$ cat config.mk
export PLATFORM = sky130hd
export DESIGN_NAME = uart_tx_arbiter_flat
export DESIGN_NICKNAME = d
export VERILOG_FILES = /design/src/rtl/uart_tx_arbiter_if.sv /design/src/rtl/uart_tx_arbiter.sv /design/src/flat_wrapper.sv
export SDC_FILE = /design/constraint.sdc
export NUM_CORES = 1
export LEC_CHECK = 0
export BUFFER_PORTS_ARGS = -buffer_cell sky130_fd_sc_hd__buf_4
export CORE_AREA = 8 8 73 75
export CTS_CLUSTER_SIZE = 25
export DETAILED_ROUTE_END_ITERATION = 7
export DIE_AREA = 0 0 81 83
export PLACE_DENSITY_LB_ADDON = 0.05
export SLEW_MARGIN = 5
export SYNTH_ARGS = -nofsm -noshare
export SYNTH_HDL_FRONTEND = slang
export SYNTH_SLANG_ARGS = --single-unit
$ cat constraint.sdc
create_clock -name clk_50m -period 2.15 [get_ports clk_50m]
set_clock_uncertainty 0.05 [all_clocks]
set_input_delay 0.43 -clock clk_50m [delete_from_list [all_inputs] [get_ports clk_50m]]
set_output_delay 0.43 -clock clk_50m [all_outputs]
set_load 0.05 [all_outputs]
$ cat src/rtl/uart_tx_arbiter_if.sv
// Requester lanes and UART transmitter port shared by uart_tx_arbiter.
// The master side is the arbiter; the slave side is requesters plus transmitter.
interface uart_tx_arbiter_if #(
   parameter int NREQ = 4
);
   logic [NREQ-1:0]   req_valid;
   logic [8*NREQ-1:0] req_data;
   logic [NREQ-1:0]   req_last;
   logic [NREQ-1:0]   req_ready;
   logic [7:0]        uart_din;
   logic              uart_wr_en;
   logic              uart_tx_busy;

   modport master (
      input  req_valid,
      input  req_data,
      input  req_last,
      output req_ready,
      output uart_din,
      output uart_wr_en,
      input  uart_tx_busy
   );

   modport slave (
      output req_valid,
      output req_data,
      output req_last,
      input  req_ready,
      input  uart_din,
      input  uart_wr_en,
      output uart_tx_busy
   );
endinterface

$ cat src/rtl/uart_tx_arbiter.sv
// Round-robin arbiter sharing one UART transmitter between NREQ requesters.
// A grant is held until a byte flagged last is sent or the hold timeout expires.
module uart_tx_arbiter #(
   parameter int NREQ         = 4,
   parameter int HOLD_TIMEOUT = 65535
) (
   input  logic                      clk_50m,
   input  logic                      reset,
   uart_tx_arbiter_if.master         bus,
   output logic [$clog2(NREQ)-1:0]   grant_id,
   output logic                      grant_active
);
   localparam int IW = $clog2(NREQ);
   localparam int HW = $clog2(HOLD_TIMEOUT + 1);

   typedef enum logic [1:0] {
      IDLE      = 2'd0,
      ISSUE     = 2'd1,
      WAIT_BUSY = 2'd2,
      WAIT_DONE = 2'd3
   } state_t;

   state_t        state;
   state_t        state_nx;
   logic [IW-1:0] ptr;
   logic [IW-1:0] ptr_nx;
   logic [IW-1:0] grant_nx;
   logic          gact_nx;
   logic [HW-1:0] hold_cnt;
   logic [HW-1:0] hold_nx;
   logic          last_q;
   logic          last_nx;
   logic [IW-1:0] pick;
   logic          any_req;
   logic [IW-1:0] gid_inc;
   logic          cur_valid;
   logic          fire;
   logic          hold_done;

   // Scan upward from ptr with wrap; lowest offset from ptr wins.
   always_comb begin
      logic [IW-1:0] idx;
      pick    = ptr;
      any_req = 1'b0;
      idx     = '0;
      for (int k = NREQ - 1; k >= 0; k--) begin
         idx = IW'((int'(ptr) + k) % NREQ);
         if (bus.req_valid[idx]) begin
            pick    = idx;
            any_req = 1'b1;
         end
      end
   end

   // Grant helpers: successor index, fire condition, timeout compare.
   always_comb begin
      gid_inc   = (grant_id == IW'(NREQ - 1)) ? '0 : grant_id + IW'(1);
      cur_valid = bus.req_valid[grant_id];
      fire      = (state == ISSUE) && cur_valid
                  && !bus.uart_tx_busy && !reset;
      hold_done = (hold_cnt == HW'(HOLD_TIMEOUT - 1));
   end

   // Transmitter-side outputs; strobe and ready only on a fire cycle.
   always_comb begin
      bus.uart_din   = bus.req_data[{grant_id, 3'b000} +: 8];
      bus.uart_wr_en = fire;
      bus.req_ready  = '0;
      if (fire) begin
         bus.req_ready[grant_id] = 1'b1;
      end
   end

   // Next-state logic for the grant FSM.
   always_comb begin
      state_nx = state;
      ptr_nx   = ptr;
      grant_nx = grant_id;
      gact_nx  = grant_active;
      hold_nx  = hold_cnt;
      last_nx  = last_q;
      unique case (state)
         IDLE: begin
            if (any_req) begin
               grant_nx = pick;
               gact_nx  = 1'b1;
               hold_nx  = '0;
               state_nx = ISSUE;
            end
         end
         ISSUE: begin
            if (fire) begin
               last_nx  = bus.req_last[grant_id];
               hold_nx  = '0;
               state_nx = WAIT_BUSY;
            end else if (!cur_valid) begin
               if (hold_done) begin
                  ptr_nx   = gid_inc;
                  gact_nx  = 1'b0;
                  state_nx = IDLE;
               end else begin
                  hold_nx = hold_cnt + HW'(1);
               end
            end
         end
         WAIT_BUSY: begin
            if (bus.uart_tx_busy) begin
               state_nx = WAIT_DONE;
            end
         end
         WAIT_DONE: begin
            if (!bus.uart_tx_busy) begin
               if (last_q) begin
                  ptr_nx   = gid_inc;
                  gact_nx  = 1'b0;
                  state_nx = IDLE;
               end else begin
                  state_nx = ISSUE;
               end
            end
         end
         default: begin
            state_nx = IDLE;
         end
      endcase
   end

   // State and grant registers with synchronous reset.
   always_ff @(posedge clk_50m) begin
      if (reset) begin
         state        <= IDLE;
         ptr          <= '0;
         grant_id     <= '0;
         grant_active <= 1'b0;
         hold_cnt     <= '0;
         last_q       <= 1'b0;
      end else begin
         state        <= state_nx;
         ptr          <= ptr_nx;
         grant_id     <= grant_nx;
         grant_active <= gact_nx;
         hold_cnt     <= hold_nx;
         last_q       <= last_nx;
      end
   end
endmodule
$ cat src/flat_wrapper.sv
// flat-port wrapper written by rule: the top's interface ports become plain ports
module uart_tx_arbiter_flat 
#(
   parameter int NREQ         = 4,
   parameter int HOLD_TIMEOUT = 65535
)
  (clk_50m, reset, grant_id, grant_active, bus_req_valid, bus_req_data, bus_req_last, bus_req_ready, bus_uart_din, bus_uart_wr_en, bus_uart_tx_busy);
  uart_tx_arbiter_if #(.NREQ(NREQ)) bus_i ();
  input  logic clk_50m;
  input  logic reset;
  output logic [$clog2(NREQ)-1:0] grant_id;
  output logic grant_active;
  input wire logic [$bits(bus_i.req_valid)-1:0] bus_req_valid;
  input wire logic [$bits(bus_i.req_data)-1:0] bus_req_data;
  input wire logic [$bits(bus_i.req_last)-1:0] bus_req_last;
  output wire logic [$bits(bus_i.req_ready)-1:0] bus_req_ready;
  output wire logic [$bits(bus_i.uart_din)-1:0] bus_uart_din;
  output wire logic [$bits(bus_i.uart_wr_en)-1:0] bus_uart_wr_en;
  input wire logic [$bits(bus_i.uart_tx_busy)-1:0] bus_uart_tx_busy;
  assign bus_i.req_valid = bus_req_valid;
  assign bus_i.req_data = bus_req_data;
  assign bus_i.req_last = bus_req_last;
  assign bus_req_ready = bus_i.req_ready;
  assign bus_uart_din = bus_i.uart_din;
  assign bus_uart_wr_en = bus_i.uart_wr_en;
  assign bus_i.uart_tx_busy = bus_uart_tx_busy;
  uart_tx_arbiter #(.NREQ(NREQ), .HOLD_TIMEOUT(HOLD_TIMEOUT)) u_core (.clk_50m(clk_50m), .reset(reset), .bus(bus_i), .grant_id(grant_id), .grant_active(grant_active));
endmodule
# After elaboration in Yosys (flattened, before gate mapping)

Index checks and enable logic that the tools add are counted.

$add $sub $neg: 5
Order comparisons: 6
Eq/ne operators: 15
Shift-type cells: 1
Muxes and demuxes: 50
Reductions and logical operators: 16

Operators with widths:

| cell                                                                          | number |
|---|---|
| 16-bit two-way mux                                                            | 4 |
| 2-bit two-way mux                                                             | 16 |
| 16-bit one-hot mux with 2 select lines                                        | 1 |
| 32-bit by 6-bit indexed part select with 8-bit output                         | 1 |
| 1-bit two-way mux                                                             | 18 |
| 16-bit by 1-bit adder with 16-bit output (second input constant)              | 1 |
| 16-bit == test (second input constant)                                        | 1 |
| 2-bit by 3-bit less-than comparator with 1-bit output (second input constant) | 5 |
| 1-bit binary-select mux with 2-bit select                                     | 6 |
| 2-bit inequality test (second input constant)                                 | 4 |
| 2-bit one-hot mux with 4 select lines                                         | 1 |
| 7-bit AND reduction                                                           | 1 |
| 2-bit == test (second input constant)                                         | 3 |
| 2-bit by 1-bit inequality test with 1-bit output (second input constant)      | 3 |
| 3-bit inequality test (second input constant)                                 | 2 |
| 6-bit AND reduction                                                           | 1 |
| 5-bit AND reduction                                                           | 1 |
| 2-bit by 1-bit adder with 2-bit output (second input constant)                | 2 |
| 2-bit adder (second input constant)                                           | 2 |
| 1-bit logical AND                                                             | 4 |
| 4-bit two-way mux                                                             | 1 |
| 2-bit one-hot mux with 2 select lines                                         | 1 |
| 2-bit AND reduction                                                           | 2 |
| 4-bit AND reduction                                                           | 1 |
| other kinds (9)                                                               | 11 |

Register bits: 24
Input bits: 43
Output and inout port bits: 16
Word-level logic and storage cells: 99

# Logic depth before layout (Yosys ltp)

Word-level depth: 9
Gate-level depth with buffers: 10
Depth with buffers taken out: 7

# Worst setup path after synthesis

OpenSTA, ideal clock, no wires.

Kind: reg-to-reg
Start: register u_core.grant_id[0]
End: register u_core.ptr[0]
Library setup time: 0.121 ns
Data arrival time: 2.431 ns
Slack: -0.452 ns
Stages on the path, launching flop included: 6
Clock period less this slack: 2.602 ns
Cells stage by stage: dfxtp_1 -> mux4_2 -> nor3_1 -> a21oi_1 -> nor3_1 -> mux2_2

Word-level cells in the longest chain between the ends: 7
Elaborated cells on any way between the ends: 17
Those cells by class: 1 x add/sub; 3 x eq/ne; 9 x mux; 4 x reduce/logical

Ends and longest elaborated chain:

| what                                                                                           | line                   | RTL |
|---|---|---|
| start: declaration                                                                             | uart_tx_arbiter.sv:10  | `output logic [$clog2(NREQ)-1:0] grant_id,` |
| start signal: assignment                                                                       | uart_tx_arbiter.sv:140 | `grant_id <= grant_nx;` |
| parallel branches: the longest is 7 deep, another holds 2-bit by 1-bit adder with 2-bit output | -                      |  |
| end signal: assignment                                                                         | uart_tx_arbiter.sv:139 | `ptr <= ptr_nx;` |
| end: declaration                                                                               | uart_tx_arbiter.sv:25  | `logic [IW-1:0] ptr;` |

Several ways; the timed one is not identified. The select of a mux whose other input is x is not followed.
A chain may end at the register's enable or synchronous reset.

# Final worst setup path

Start: register u_core.grant_id[0]
End: register u_core.hold_cnt[14]

Word-level cells in the longest chain between the ends: 7
Elaborated cells on any way between the ends: 10
Those cells by class: 2 x eq/ne; 4 x mux; 4 x reduce/logical

Ends and longest elaborated chain:

| what                                                                                           | line                   | RTL |
|---|---|---|
| 1-bit binary-select mux with 2-bit select (*)                                                  | uart_tx_arbiter.sv:58  | `cur_valid = bus.req_valid[grant_id];` |
| 1-bit two-way mux (not written as such) (*)                                                    | uart_tx_arbiter.sv:58  |  |
| 1-bit logical AND                                                                              | uart_tx_arbiter.sv:59  | `fire = (state == ISSUE) && cur_valid` |
| 1-bit logical AND (2 in a row)                                                                 | uart_tx_arbiter.sv:60  | `&& !bus.uart_tx_busy && !reset;` |
| 3-bit inequality test (no source line) or 16-bit two-way mux (tied branches)                   | -                      |  |
| 4-bit AND reduction (no source line) or 16-bit one-hot mux with 2 select lines (tied branches) | -                      |  |
| end signal: assignment                                                                         | uart_tx_arbiter.sv:142 | `hold_cnt <= hold_nx;` |
| end: declaration                                                                               | uart_tx_arbiter.sv:29  | `logic [HW-1:0] hold_cnt;` |

Every way passes the cells marked *; elsewhere a longest branch is shown, timed or not. The select of a mux whose other input is x is not followed.

==> results.md <==
- The switching share of total power is 0.415.
- The first global-routing pass estimated 9.16 mm of wire.
- The largest voltage drop on the vdd net is 0.447 mV.
- The terminating pin of the worst hold path is u_core.last_q.
- The number of max-capacitance violations reported is 0.
- The share of the yosys chip area belonging to registers is 0.263.
- Setup repair after global routing could not meet its margin everywhere.
- The final reports fail on setup timing.
- For this design the total switching power over the nets is 786 uW.
- Summed over all layers, the routed wires come to 5.71 mm.
- The insertion delay to the later sink of the worst-skew pair is 0.27 ns.
- The number of nets in the finished design is 356.
- After clock tree synthesis, the clock-pin slew on the worst setup and hold paths is 0.09 ns.
- The number of global-route vias before repair is 1976.
- The launch point of the worst reg-to-reg path is u_core.grant_id[0].
- The count of port buffers added during placement is 58.
- The total setup violations reported at the end of the flow is 4.
- In the final layout, the share of cells above drive strength 1 is 0.447.
- The library cell used most frequently in the layout, excluding fill and tap cells, is buf_4.
- The mean routed wirelength per cell is 16.1 um.
- In this run the register-to-register setup slack is -0.04 ns.
- The count of endpoints failing hold in the final timing report is 0.
- The sequential cells in the finished layout cover a total of 488 um2.
- The first detailed-routing pass took 4 iterations.
- The die covers 0.00672 mm2.
- At the end of the flow the core is filled with cells to 0.658.
- The number of instances in the placed design is 341.
- The cell accounting for the most synthesized area is dfxtp_1.
- TritonCTS built the clock tree.
- The startpoint type of the worst setup path is a flip-flop.
- A synthesized cell averages 8.60 um2.
- The floorplan die height is 83 um.
- The startpoint identified for the worst hold timing path is u_core.last_q.
- The setup slack after placement is -0.114 ns.
- The share of synthesized area in the top cell type comes to 0.263.
- The area occupied by multi-input gates is 0.00133 mm2.
- The CTS buffer count is 3.
- The depth of the worst register-to-register path is 7.
- The first routing iteration left 82 violations.
- At the end of routability-driven placement, the weighted congestion stood at 0.848.
- STA classifies the critical path endpoint as a flip-flop.
- The leakage component of the power is 0.00111 uW.
- The post-synthesis sequential element count is 24.
- The number of sinks driven by the clock tree is 24.
- The critical path data required time is 2.31 ns.
- The number of antenna diodes in the final layout is 0.
- The number of antenna violations at the first check in global routing is 0.
- The remaining max-slew budget at the tightest pin is 0.747.
- The worst path in the final design needs a cycle of 2.19 ns, including I/O delays and setup.
- The pin count of the biggest net entering global routing is 16.
- The kind of critical path is reg -> reg.
- The synthesis warning total is 0.
- The post-route cell area is 0.00277 mm2.
- The top cell types in the final layout, fill and taps aside, are 85 x buf_4, 20 x dfxtp_1, 17 x a21oi_1.
- The remaining global-route overflow is 0.
- The placement-stage cell area is 0.00253 mm2.
- The clock power share is 0.150.
- Yosys mapped the design onto 46 distinct sky130hd cell types.
- The number of top-level pins is 59.
- The flow ran to the end, but the final reports show violations.
- The maximum fanout encountered on the critical timing path is 4.
- The post-layout instance count excluding filler cells is 354.
- Power spread over the standard cell area amounts to 685 mW/mm2.
- The number of instances in the synthesized netlist is 212.
- The share of synthesized registers carrying an async set or reset is 0.
- The area of the core is 0.00420 mm2.
- The x dimension of the die is 81 um.
- The data arrival time of the worst path is 2.35 ns.
- The H-tree depth is 1.
- In this run the critical register-to-register path is captured at u_core.hold_cnt[14].
- In this run the cell area of the synthesized design comes to 0.00182 mm2.
- By area the synthesized netlist is led by dfxtp_1 26%, mux4_2 12%, ha_1 6.9%, a21oi_1 4.9%, o31ai_1 4.9%.
- The floorplan has 24 rows.
- Along the worst hold path, the cell count comes to 2.
- The combinational share of power is 0.569.
- The worst-case clock buffer depth is 2.
- The initial utilization of the core area, before any placement, comes to 0.434.
- At the pin with the least slew margin, the transition time is 0.379 ns.
- Across every metal layer, demand over resource in global routing totals 0.165.
- Synthesis produced a netlist with a net count of 265.
- The post-route DRC violation count is 0.
- The count of nets left with antenna violations once routing finished came out at 0.
- The number of pins exceeding their max-slew limit in the final report came to 0.
- The path type of the worst min-delay path is reg -> reg.
- The most used flip-flop cell after synthesis is dfxtp_1.
- The internal power summed over all cells is 1110 uW.
- The number of fill cells is 360.
- Dividing the detail-routed via count by the number of cells gives 5.66.
- The cts-stage hold buffer count is 0.
- Once detailed placement completed, the half-perimeter wirelength came to 4.33 mm.
- Dividing the final minimum period by the clock period gives 1.02.
- Of the total power, registers draw 0.280.
- The maximum clock rate is 456 MHz.
- Counting flops with a built-in enable in the synthesized netlist gives 0.
- From synthesis to final layout, the design area changed by 51.6%.
- The post-route worst setup slack is -0.0417 ns.
- The library cell used as clock root buffer is clkbuf_8.
- The number of vias in the routed layout is 2003.
- Summed over all failing endpoints, the final setup total negative slack is -0.0734 ns.
worst max path at each step:
stage | start | to | slack (ns) | cells past startpoint
floorplan | u_core.grant_id[0] | u_core.hold_cnt[11] | -0.005 | 7
global placement | bus_req_valid[3] | u_core.hold_cnt[14] | -0.07 | 7
detailed placement | bus_req_valid[3] | u_core.hold_cnt[9] | -0.11 | 7
CTS | u_core.grant_id[0] | bus_req_ready[2] | -0.02 | 4
global route | u_core.grant_id[0] | u_core.hold_cnt[14] | -0.11 | 7
finish | u_core.grant_id[0] | u_core.hold_cnt[14] | -0.04 | 7
cells by family after synthesis:
| kind of cell | synth area share |
|---|---|
| and+or+nand+nor | 0.270 |
| AOI/OAI and AO/OA | 0.202 |
| buffers and inverters | 0.0549 |
| DFF | 0.263 |
| muxes | 0.141 |
| adders and majority gates | 0.0686 |
power groups by stage:
stage / registers, uW / logic [uW] / clock network [uW]
2_1_floorplan: 582 / 592 / 0
3_3_place_gp: 538 / 965 / 0
3_5_place_dp: 539 / 970 / 0
4_1_cts: 529 / 1000 / 293
5_1_grt: 540 / 1160 / 306
6_report: 531 / 1080 / 284
layout make-up:
class | instances | share of cell area
multi-input combinational | 164 | 0.480
timing repair buffer | 99 | 0.289
sequential | 24 | 0.176
tap | 52 | 0.0235
clock buffer | 4 | 0.0163
inverter | 11 | 0.0149
metrics by stage:
step / hold slack [ns] / total power [uW]
after floorplan: 0.407 / 1170
after global placement: 0.429 / 1500
after detailed placement: 0.436 / 1510
after CTS: 0.455 / 1820
after global routing: 0.473 / 2010
final: 0.453 / 1890
worst max-delay path, cell delays in order (launching register included):
cell,delay [ns]
dfxtp_4,0.37
mux4_2,0.53
buf_6,0.15
a21oi_4,0.19
buf_6,0.14
nand3_4,0.06
or4_4,0.49
a21oi_2,0.15
synthesized netlist by cell type (all sizes together) (2+ instances only):
cell	n
o31ai	12
nand4	9
or4	12
buf	6
ha	10
dfxtp	24
a21oi	19
nor2	8
nand2b	2
nor4	3
or3	5
or2	2
nor2b	4
o21a	2
o21ai	9
clkbuf	7
inv	11
nand3	8
nor3b	2
and3	4
and2	3
nand2	13
a221oi	2
mux4	10
nor3	8
mux2i	2
o211ai	2
flip-flops by register name, summed over array words and instances, names as in the netlist, named ones only:
register,cells
u_core.grant_active,1
u_core.last_q,1
u_core.state,1
u_core.ptr,2
u_core.grant_id,2
u_core.hold_cnt,16
what timing repair did:
| item | in CTS | in global routing |
|---|---|---|
| setup buffers | 1 | 6 |
| gates resized for setup | 10 | 24 |
| endpoints found under the hold margin | 0 | 0 |
| setup endpoints to repair | 5 | 30 |
| cloned | 0 | 2 |
| pin swaps | 5 | 20 |
metal layers:
| layer | track usage | vias up | wire length (um) |
|---|---|---|---|
| met1 | 0.206 | 936 | 2520 |
| met3 | 0.0269 | 10 | 189 |
| met2 | 0.282 | 55 | 2910 |
| met4 | 0.0390 | 0 | 91 |
| met5 | 0 | - | 0 |
| li1 | - | 1002 | - |
Power figures use the tool's default switching activity.
